[config.mk]
export PLATFORM = sky130hd
export DESIGN_NAME = bfm_lfsr16
export DESIGN_NICKNAME = d
export VERILOG_FILES = /design/src/rtl/btn_sw_bounce_bfm_pkg.sv /design/src/rtl/btn_sw_bounce_bfm_lfsr16.sv
export SDC_FILE = /design/constraint.sdc
export NUM_CORES = 1
export LEC_CHECK = 0
export BUFFER_PORTS_ARGS = -buffer_cell sky130_fd_sc_hd__buf_4
export CAP_MARGIN = 20
export CORE_MARGIN = 5
export CORE_UTILIZATION = 50
export DETAILED_ROUTE_END_ITERATION = 10
export PLACE_DENSITY_LB_ADDON = 0.08
export SYNTH_ARGS = -nofsm -noshare
export SYNTH_HDL_FRONTEND = slang
export SYNTH_SLANG_ARGS = --single-unit
[constraint.sdc]
create_clock -name clk -period 3 [get_ports clk]
set_clock_uncertainty 0.15 [all_clocks]
set_input_delay 0.3 -clock clk [delete_from_list [all_inputs] [get_ports clk]]
set_output_delay 0.3 -clock clk [all_outputs]
set_load 0.02 [all_outputs]
[src/rtl/btn_sw_bounce_bfm_pkg.sv]
// Shared types and helpers for the push-button / slider-switch bounce BFM family.
package btn_sw_bfm_pkg;

  typedef enum logic [1:0] {
    IDLE   = 2'd0,
    BOUNCE = 2'd1,
    SETTLE = 2'd2
  } bfm_state_t;

  localparam int              LFSR_W    = 16;
  // x^16 + x^14 + x^13 + x^11 + 1, right-shifting Galois form
  localparam logic [LFSR_W-1:0] LFSR_TAPS = 16'hB400;

  // An all-zero seed would lock the LFSR at zero forever.
  function automatic logic [LFSR_W-1:0] safe_seed(input logic [LFSR_W-1:0] seed);
    return (seed == '0) ? {{(LFSR_W-1){1'b0}}, 1'b1} : seed;
  endfunction

endpackage

[src/rtl/btn_sw_bounce_bfm_lfsr16.sv]
// 16-bit Galois LFSR that steps only when asked, so the bounce pattern depends
// solely on the seed and how many bounce cycles have been consumed.
module bfm_lfsr16
  import btn_sw_bfm_pkg::*;
#(
  parameter logic [LFSR_W-1:0] SEED = 16'hACE1
) (
  input  logic clk,
  input  logic rst,
  input  logic adv,
  output logic lsb
);

  localparam logic [LFSR_W-1:0] SEED_SAFE = safe_seed(SEED);

  logic [LFSR_W-1:0] state;

  always_ff @(posedge clk or posedge rst) begin
    if (rst) begin
      state <= SEED_SAFE;
    end else if (adv) begin
      state <= (state >> 1) ^ (state[0] ? LFSR_TAPS : '0);
    end
  end

  assign lsb = state[0];

endmodule

==> results.md, run 1 <==
* CP top delay family: flip-flops
* Die area at 2150 um^2
* Clock root buffer: clkbuf_4
* Top flop regs: state: 16 flops
* Dpl hpwl at 612 um
* Post_cts resized at 0
* Max reg flops at 16
* Main combinational cell family by area after synthesis: multiplexers
* CP endpoint kind: output pin
* Crit path cell chain: buf_4
* Num rows at 13
* Post-synth net total at 44
* Yosys warnings at 0
* Worst EP required at approximately 2600 ps
* Port Buf Inserts at 3
* Lkg Pwr at 0.300 nW
* Combinational power share at 25.9%
* Clk network pwr share at 17.6%
* Die Wd at between 40 and 50 um
* Ant. Diodes at 0
* Avg Cell Area, Syn at 16.1 um^2
* Seq cells post-synth at 16
* Share of cells above drive strength 1 at 59.6%
* CTS tree: done
* Final min period at about 1500 ps
* 1st-iter DRT viols at 2
* Worst-Margin Slew at about 570 ps
* Count of final hold-check violations at 0
* Int Power at 0.564 mW
* Worst skew pair latency at 270 ps
* Initial Util at between 50 and 60%
* Initial antenna violation count at 0
* CTS max path bufs at 2
* Largest net degree at the start of global routing at 20
* Max-slew headroom at ~62%
* Total Wirelength at 836 um
* GRT Util Overall at 10.5%
* HP Class: primary input to flip-flop
* Crit-path max FO at 6
* Xor/xnor cell area share of the yosys netlist at about 4.0%
* Commonest non-fill, non-tap cell in the layout: mux2_2
* H-tree level count at 1
* Switching part of the total at approximately 26%
* Switching pwr at around 0.20 mW
* Vias at 309
* Top register by number of flip-flops: state
* Max Cap Violations at 0
* Most frequent cells in the layout: 9 x mux2_2, 8 x dfstp_2, 8 x dfrtp_1
* CP bufs+invs at 1
* Crit Path Category: flip-flop to output pin
* Crit share post-route at 49.9%
* Hold WS at 208 ps
* Area Growth Syn to Fin at 8.54%
* Drt first pass iters at 3
* Sink count of the clock tree at 16
* Die Span Y at approximately 46 um
* Num ports at 4
* Worst setup margin at 1500 ps
* Number of buffers created by CTS at 3
* Maximum clock rate at 0.668 GHz
* Vias in the first global route at 356
* Final ANT Viol Nets at 0
* Avg WL per Cell at 13.5 um
* Clk slew on worst S/H paths at about 90 ps
* Max incr delay on CP at between 600 and 700 ps
* Setup TNS at 0 ps
* Vias/cell at 4.98
* PD cells at roughly 1100 nW/um^2
* Peak VDD IR at 0.477 mV
* Setup WS pre-CTS at 1800 ps
* Synth cell types at 10
* GP Congestion at 0.676
* Status: finished, final reports clean
* Post-synthesis simple-gate area fraction at 1.71%
* Final Setup Violations at 0
* Post-Syn Area at between 600 and 700 um^2
* Adder-cell share of the synthesized area at 0%
* Seq/Total Area, Yosys at 62.2%
* First-pass GRT wire length at 1.55 mm
* DRC violations left at 0
* RSZ-0062 raised after global routing: no
* CP Launch Type: flip-flop
* Pins Over Slew Limit at 0
* Core ar. at 1270 um^2
* CP max stage cell: dfstp_2
* Compound-Gate Fraction of Synth Area at 2.28%
* Layout Nets at 51
* Post-CTS Repair Setup Buffers at 0
* Mux contribution to synthesized area at 24.5%
* Post-Synthesis Cells at 41
* Finished Core Util at 56.4%
* Tot Pwr at between 0.7 and 0.8 mW
* CP Data Arrival Time at between 1000 and 1500 ps
* GR Overflow Total at 0
* Reg power frac at between 50% and 60%
-- timing repair --
action	4_1_cts	5_1_grt
hold buffers	1	0
setup endpoints to repair	0	0
endpoints found under the hold margin	8	0
-- synth_stat cells --
cell,count,area share (%)
a21oi_1,3,2.3
buf_12,1,3.0
buf_6,1,1.7
dfrtp_1,8,30
dfstp_2,8,32
inv_1,1,0.57
mux2_2,9,15
mux2_4,4,9.1
nor2_1,3,1.7
xnor2_1,3,4.0
-- cell type report --
cell class,instances,area (um^2)
clock buffer,4,36.3
fill,97,553
inverter,1,3.75
multi-input combinational,22,214
sequential,16,410
tap,15,18.8
timing repair buffer,4,32.5
-- worst paths after layout --
kind,from,cells after the start,slack [ps],to
max,state[0],1,1500,lsb
min,adv,2,210,state[13]
max reg2reg,state[0],2,1870,state[12]
min reg2reg,state[8],1,360,state[8]
max in group asynchronous,rst,3,1840,state[7]
min in group asynchronous,rst,3,490,state[8]
-- stage by stage --
stage / area, um^2 / cells
2_1_floorplan: 659 / 41
4_1_cts: 716 / 62
3_5_place_dp: 669 / 57
6_report: 716 / 62
3_3_place_gp: 669 / 57
5_1_grt: 716 / 62
-- power by group through the flow --
stage	combinational, mW	sequential (mW)	clock (mW)
after global routing	0.214	0.446	0.149
after floorplan	0.159	0.422	0
after global placement	0.188	0.425	0
after detailed placement	0.201	0.434	0
final	0.197	0.430	0.133
after CTS	0.202	0.431	0.138
-- kinds of logic (layout without fill, tap and decap cells) --
family | count (synthesis) | in the layout
buffers and inverters | 3 | 9
DFF | 16 | 16
AOI/OAI and AO/OA | 3 | 3
xor gates and xnor gates | 3 | 3
muxes | 13 | 13
and+or+nand+nor | 3 | 3
-- per-layer routing --
layer	share of wire [%]	global-route usage, %	up-vias
li1	-	-	149
met1	48	12.9	159
met2	50	16.2	1
met3	2.3	3.52	0
met4	0	5.11	0
met5	0	0	-
(Power assumes the default switching activity.)
==> inputs of run 2 (changes only) <==
==> constraint.sdc (replaced) <==
create_clock -name clk -period 1.55 [get_ports clk]
set_clock_uncertainty 0.15 [all_clocks]
set_input_delay 0.155 -clock clk [delete_from_list [all_inputs] [get_ports clk]]
set_output_delay 0.155 -clock clk [all_outputs]
set_load 0.02 [all_outputs]
==> results.md, run 2 (synthesis gave the netlist of run 1 again) <==
* CP Data Arrival Time at 1030 ps
* Clk slew on worst S/H paths at around 80 ps
* Fillers at 114
* DRC violations left at 0
* Max-slew headroom at between 60% and 70%
* Final min period at 1330 ps
* Initial antenna violation count at 0
* Post-CTS Repair Setup Buffers at 0
* Worst r2r path cells at 2
* Reg power frac at about three fifths
* GR Overflow Total at 0
* Status: finished, final reports clean
* Crit Path Category: flip-flop to output pin
* Dpl hpwl at 614 um
* Vias at 319
* Drt first pass iters at 3
* Die Span Y at between 40 and 50 um
* GRT Util Overall at 11.6%
* Crit-path max FO at 6
* Share of cells above drive strength 1 at 58.7%
* CP max stage cell: dfstp_2
* 1st-iter DRT viols at 1
* Die area at 2150 um^2
* Hold depth at 2
* Worst skew pair latency at 270 ps
* Initial Util at 52.0%
* Worst-Margin Slew at ~560 ps
* Switching pwr at 0.369 mW
* Top register by number of flip-flops: state
* Num ports at 4
* CP bufs+invs at 1
* Peak VDD IR at between 0.9 and 1 mV
* CP top delay family: flip-flops
* Crit share post-route at 86.0%
* Fin cells at 61
* Sink count of the clock tree at 16
* Total Wirelength at about 850 um
* Hold endpoint: state[10]
* Top flop regs: state: 16 flops
* Vias in the first global route at roughly 360
* Switching part of the total at 26.2%
* Final ANT Viol Nets at 0
* CTS tree: done
* Setup WS pre-CTS at 464 ps
* Crit path cell chain: buf_4
* Vias/cell at 5.23
* Layout Nets at between 50 and 60
* Finished Core Util at 55.3%
* Core ar. at 1270 um^2
* Commonest non-fill, non-tap cell in the layout: mux2_2
* Reg2reg start: state[0]
* GP Congestion at 0.652
* Lkg Pwr at slightly below 0.3 nW
* Clk network pwr share at 14.1%
* Post_cts resized at 0
* Combinational power share at 26.9%
* Port Buf Inserts at 3
* Ant. Diodes at 0
* Placed instance count at 57
* Reg2reg end: state[12]
* Max reg flops at 16
* Num rows at 13
* Area Growth Syn to Fin at 6.45%
* Maximum clock rate at 0.750 GHz
* Flop2flop setup slack at about 460 ps
* First-pass GRT wire length at about 1.6 mm
* Die Wd at 46.3 um
* Int Power at 1.04 mW
* Hold_sp: adv
* CTS max path bufs at 2
* Clock root buffer: clkbuf_4
* HP Class: primary input to flip-flop
* CP Launch Type: flip-flop
* H-tree level count at 1
* Setup TNS at 0 ps
* Largest net degree at the start of global routing at 20
* Count of final hold-check violations at 0
* Worst EP required at 1240 ps
* Most frequent cells in the layout: 9 x mux2_2, 8 x dfstp_2, 8 x dfrtp_1
* Max incr delay on CP at 600 ps
* RSZ-0062 raised after global routing: no
* Max Cap Violations at 0
* Worst setup margin at roughly 220 ps
* CP endpoint kind: output pin
* Final Setup Violations at 0
* Pins Over Slew Limit at 0
* PD cells at approximately 2000 nW/um^2
* Avg WL per Cell at 14.0 um
* Number of buffers created by CTS at 3
==> run 2: cell types whose count changed in the layout (fill, tap and decap cells not counted) <==
cell,before,now
clkbuf_8,1,0
==> run 2: how the worst max path moves through the flow <==
stage | end | slack, ps | cells after the start | startpoint
after detailed placement | state[12] | 460 | 2 | state[0]
final | lsb | 220 | 1 | state[0]
after CTS | lsb | 200 | 1 | state[0]
after floorplan | state[12] | 460 | 2 | state[0]
after global placement | state[10] | 510 | 2 | state[0]
after global routing | lsb | 160 | 1 | state[0]
==> run 2: per-layer routing <==
layer  track usage (%)  part of all wire, %  vias up
met3              3.52                  2.1        2
met2              16.8                   55        1
met1              14.4                   42      165
li1                  -                    -      151
met4              8.52                  1.2        0
met5                 0                    0        -
==> run 2: metrics by stage <==
stage	power (mW)	cell area [um^2]	hold slack [ps]
6_report	1.41	702	71.9
2_1_floorplan	1.12	659	-87.0
4_1_cts	1.44	702	57.5
3_3_place_gp	1.18	669	72.2
5_1_grt	1.51	702	84.8
3_5_place_dp	1.23	669	94.4
==> run 2: layout make-up <==
class                   instances  area (um^2)  area share, %
repair buffers                  4         32.5           4.63
flip-flops and latches         16          410           58.5
clock buffers                   3         22.5           3.21
inverters                       1         3.75          0.535
well taps                      15         18.8           2.67
multi-input cells              22          214           30.5
==> run 2: timing repair <==
action / 4_1_cts / 5_1_grt
hold endpoints to repair: 8 / 0
hold buffers: 1 / 0
endpoints found under the setup margin: 0 / 0
==> run 2: power groups by stage <==
stage	logic [mW]	registers (mW)	clock network [mW]
2_1_floorplan	0.308	0.817	0
3_3_place_gp	0.362	0.823	0
3_5_place_dp	0.383	0.842	0
4_1_cts	0.388	0.834	0.213
5_1_grt	0.418	0.864	0.231
6_report	0.379	0.831	0.199
==> inputs of run 3 (changes only) <==
--- a/config.mk
+++ b/config.mk
@@ -7,8 +7,10 @@
 export LEC_CHECK = 0
 export BUFFER_PORTS_ARGS = -buffer_cell sky130_fd_sc_hd__buf_4
 export CAP_MARGIN = 20
+export CELL_PAD_IN_SITES_DETAIL_PLACEMENT = 1
+export CELL_PAD_IN_SITES_GLOBAL_PLACEMENT = 2
 export CORE_MARGIN = 5
-export CORE_UTILIZATION = 50
+export CORE_UTILIZATION = 41
 export DETAILED_ROUTE_END_ITERATION = 10
 export PLACE_DENSITY_LB_ADDON = 0.08
 export SYNTH_ARGS = -nofsm -noshare
==> results.md, run 3 (synthesis gave the netlist of run 1 again) <==
* CTS max path bufs at 2
* Final ANT Viol Nets at 0
* Post-CTS Repair Setup Buffers at 0
* CP Data Arrival Time at 1050 ps
* Hold WS at ~64 ps
* Largest net degree at the start of global routing at 20
* Die Span Y at 50.1 um
* Wl on met1 at ~420 um
* Crit-path max FO at 6
* Sink count of the clock tree at 16
* Num ports at 4
* GP Congestion at 0.642
* Setup TNS at 0 ps
* Initial Util at 43.3%
* Placed instance count at 58
* Switching part of the total at 26.6%
* Worst EP required at 1240 ps
* Flop2flop setup slack at 470 ps
* Crit path cell chain: buf_4
* Die Wd at 50.1 um
* Status: finished, final reports clean
* PD cells at ~2000 nW/um^2
* Met2 wire len at about 440 um
* Clk slew on worst S/H paths at 80 ps
* Total Wirelength at 929 um
* Area Growth Syn to Fin at 6.64%
* CP top delay family: flip-flops
* H-tree level count at 1
* Layout Nets at 51
* Commonest non-fill, non-tap cell in the layout: mux2_2
* Lkg Pwr at 0.293 nW
* CP endpoint kind: output pin
* WL met3 at 34 um
* Most frequent cells in the layout: 9 x mux2_2, 8 x dfstp_2, 8 x dfrtp_1
* Final min period at about 1400 ps
* GR Overflow Total at 0
* Vias/cell at about 5.2
* Ant. Diodes at 0
* Setup WS pre-CTS at ~480 ps
* Top layer in use: met4
* CP Launch Type: flip-flop
* Max Cap Violations at 0
* Top flop regs: state: 16 flops
* Max reg flops at 16
* Fin cells at 62
* CP max stage cell: dfstp_2
* Number of buffers created by CTS at 3
* Worst path depth at 1
* Pins Over Slew Limit at 0
* Clk network pwr share at 14.5%
* Vias in the first global route at 403
* Clock root buffer: clkbuf_4
* Top register by number of flip-flops: state
* Drt first pass iters at 4
* CP bufs+invs at 1
* Reg2reg end: state[12]
* CP startpoint: state[0]
* Reg2reg start: state[0]
* RSZ-0062 raised after global routing: no
* Avg WL per Cell at 15.0 um
* Combinational power share at 26.3%
* Switching pwr at 0.377 mW
* CTS tree: done
* Worst skew pair latency at approximately 280 ps
* DRC violations left at 0
* Initial antenna violation count at 0
* GRT Util Overall at a little under a tenth
* Crit path capture: lsb
* Max incr delay on CP at just over 600 ps
* Count of final hold-check violations at 0
* Die area at 2510 um^2
* Peak VDD IR at 0.646 mV
* Worst r2r path cells at 2
* Fillers at 153
* Int Power at ~1.0 mW
* Port Buf Inserts at 3
* Maximum clock rate at 0.740 GHz
* Reg power frac at 59.2%
* Core ar. at 1520 um^2
* Num rows at 14
* Max-slew headroom at around 60%
* Worst-Margin Slew at 581 ps
* 1st-iter DRT viols at 2
* Worst setup margin at between 150 and 200 ps
* Crit Path Category: flip-flop to output pin
* Share of cells above drive strength 1 at between 50% and 60%
* HP Class: primary input to flip-flop
* Vias at between 300 and 400
* First-pass GRT wire length at 1.75 mm
* Hold depth at 2
* Final Setup Violations at 0
* Crit share post-route at 87.2%
[run 3: power groups by stage]
stage,Combinational (mW),Sequential [mW],Clock [mW]
after CTS,0.382,0.842,0.223
after global placement,0.365,0.827,0
after global routing,0.412,0.876,0.238
after detailed placement,0.373,0.851,0
after floorplan,0.308,0.817,0
final,0.373,0.838,0.205
[run 3: worst min-delay path by stage]
stage	from	endpoint	slack [ps]
floorplan	rst	state[12]	-90
global placement	rst	state[2]	80
detailed placement	rst	state[1]	110
CTS	adv	state[13]	50
global route	adv	state[13]	70
finish	adv	state[13]	60
[run 3: what timing repair did]
item / CTS / global route
hold buffers: 1 / 0
resized for setup: 0 / 0
endpoints found under the hold margin: 8 / 0
[run 3: final cells by class]
class	instances	area (um^2)	share of cell area (%)
Sequential cell	16	410	58.4
Multi-Input combinational cell	22	214	30.4
Timing Repair Buffer	4	32.5	4.63
Clock buffer	3	22.5	3.20
Tap cell	16	20.0	2.85
Inverter	1	3.75	0.534
[run 3: stage by stage]
| stage | power (mW) | util, % | instance area [um^2] |
|---|---|---|---|
| detailed placement | 1.22 | 44.0 | 671 |
| global route | 1.53 | 46.1 | 703 |
| floorplan | 1.12 | - | 659 |
| CTS | 1.45 | 46.1 | 703 |
| global placement | 1.19 | 44.0 | 671 |
| finish | 1.42 | 46.1 | 703 |
[run 3: layer usage]
layer / up-vias / global-route usage, %
met5: - / 0
met4: 0 / 6.55
met3: 3 / 3.01
met2: 5 / 14.2
met1: 165 / 11.1
li1: 148 / -
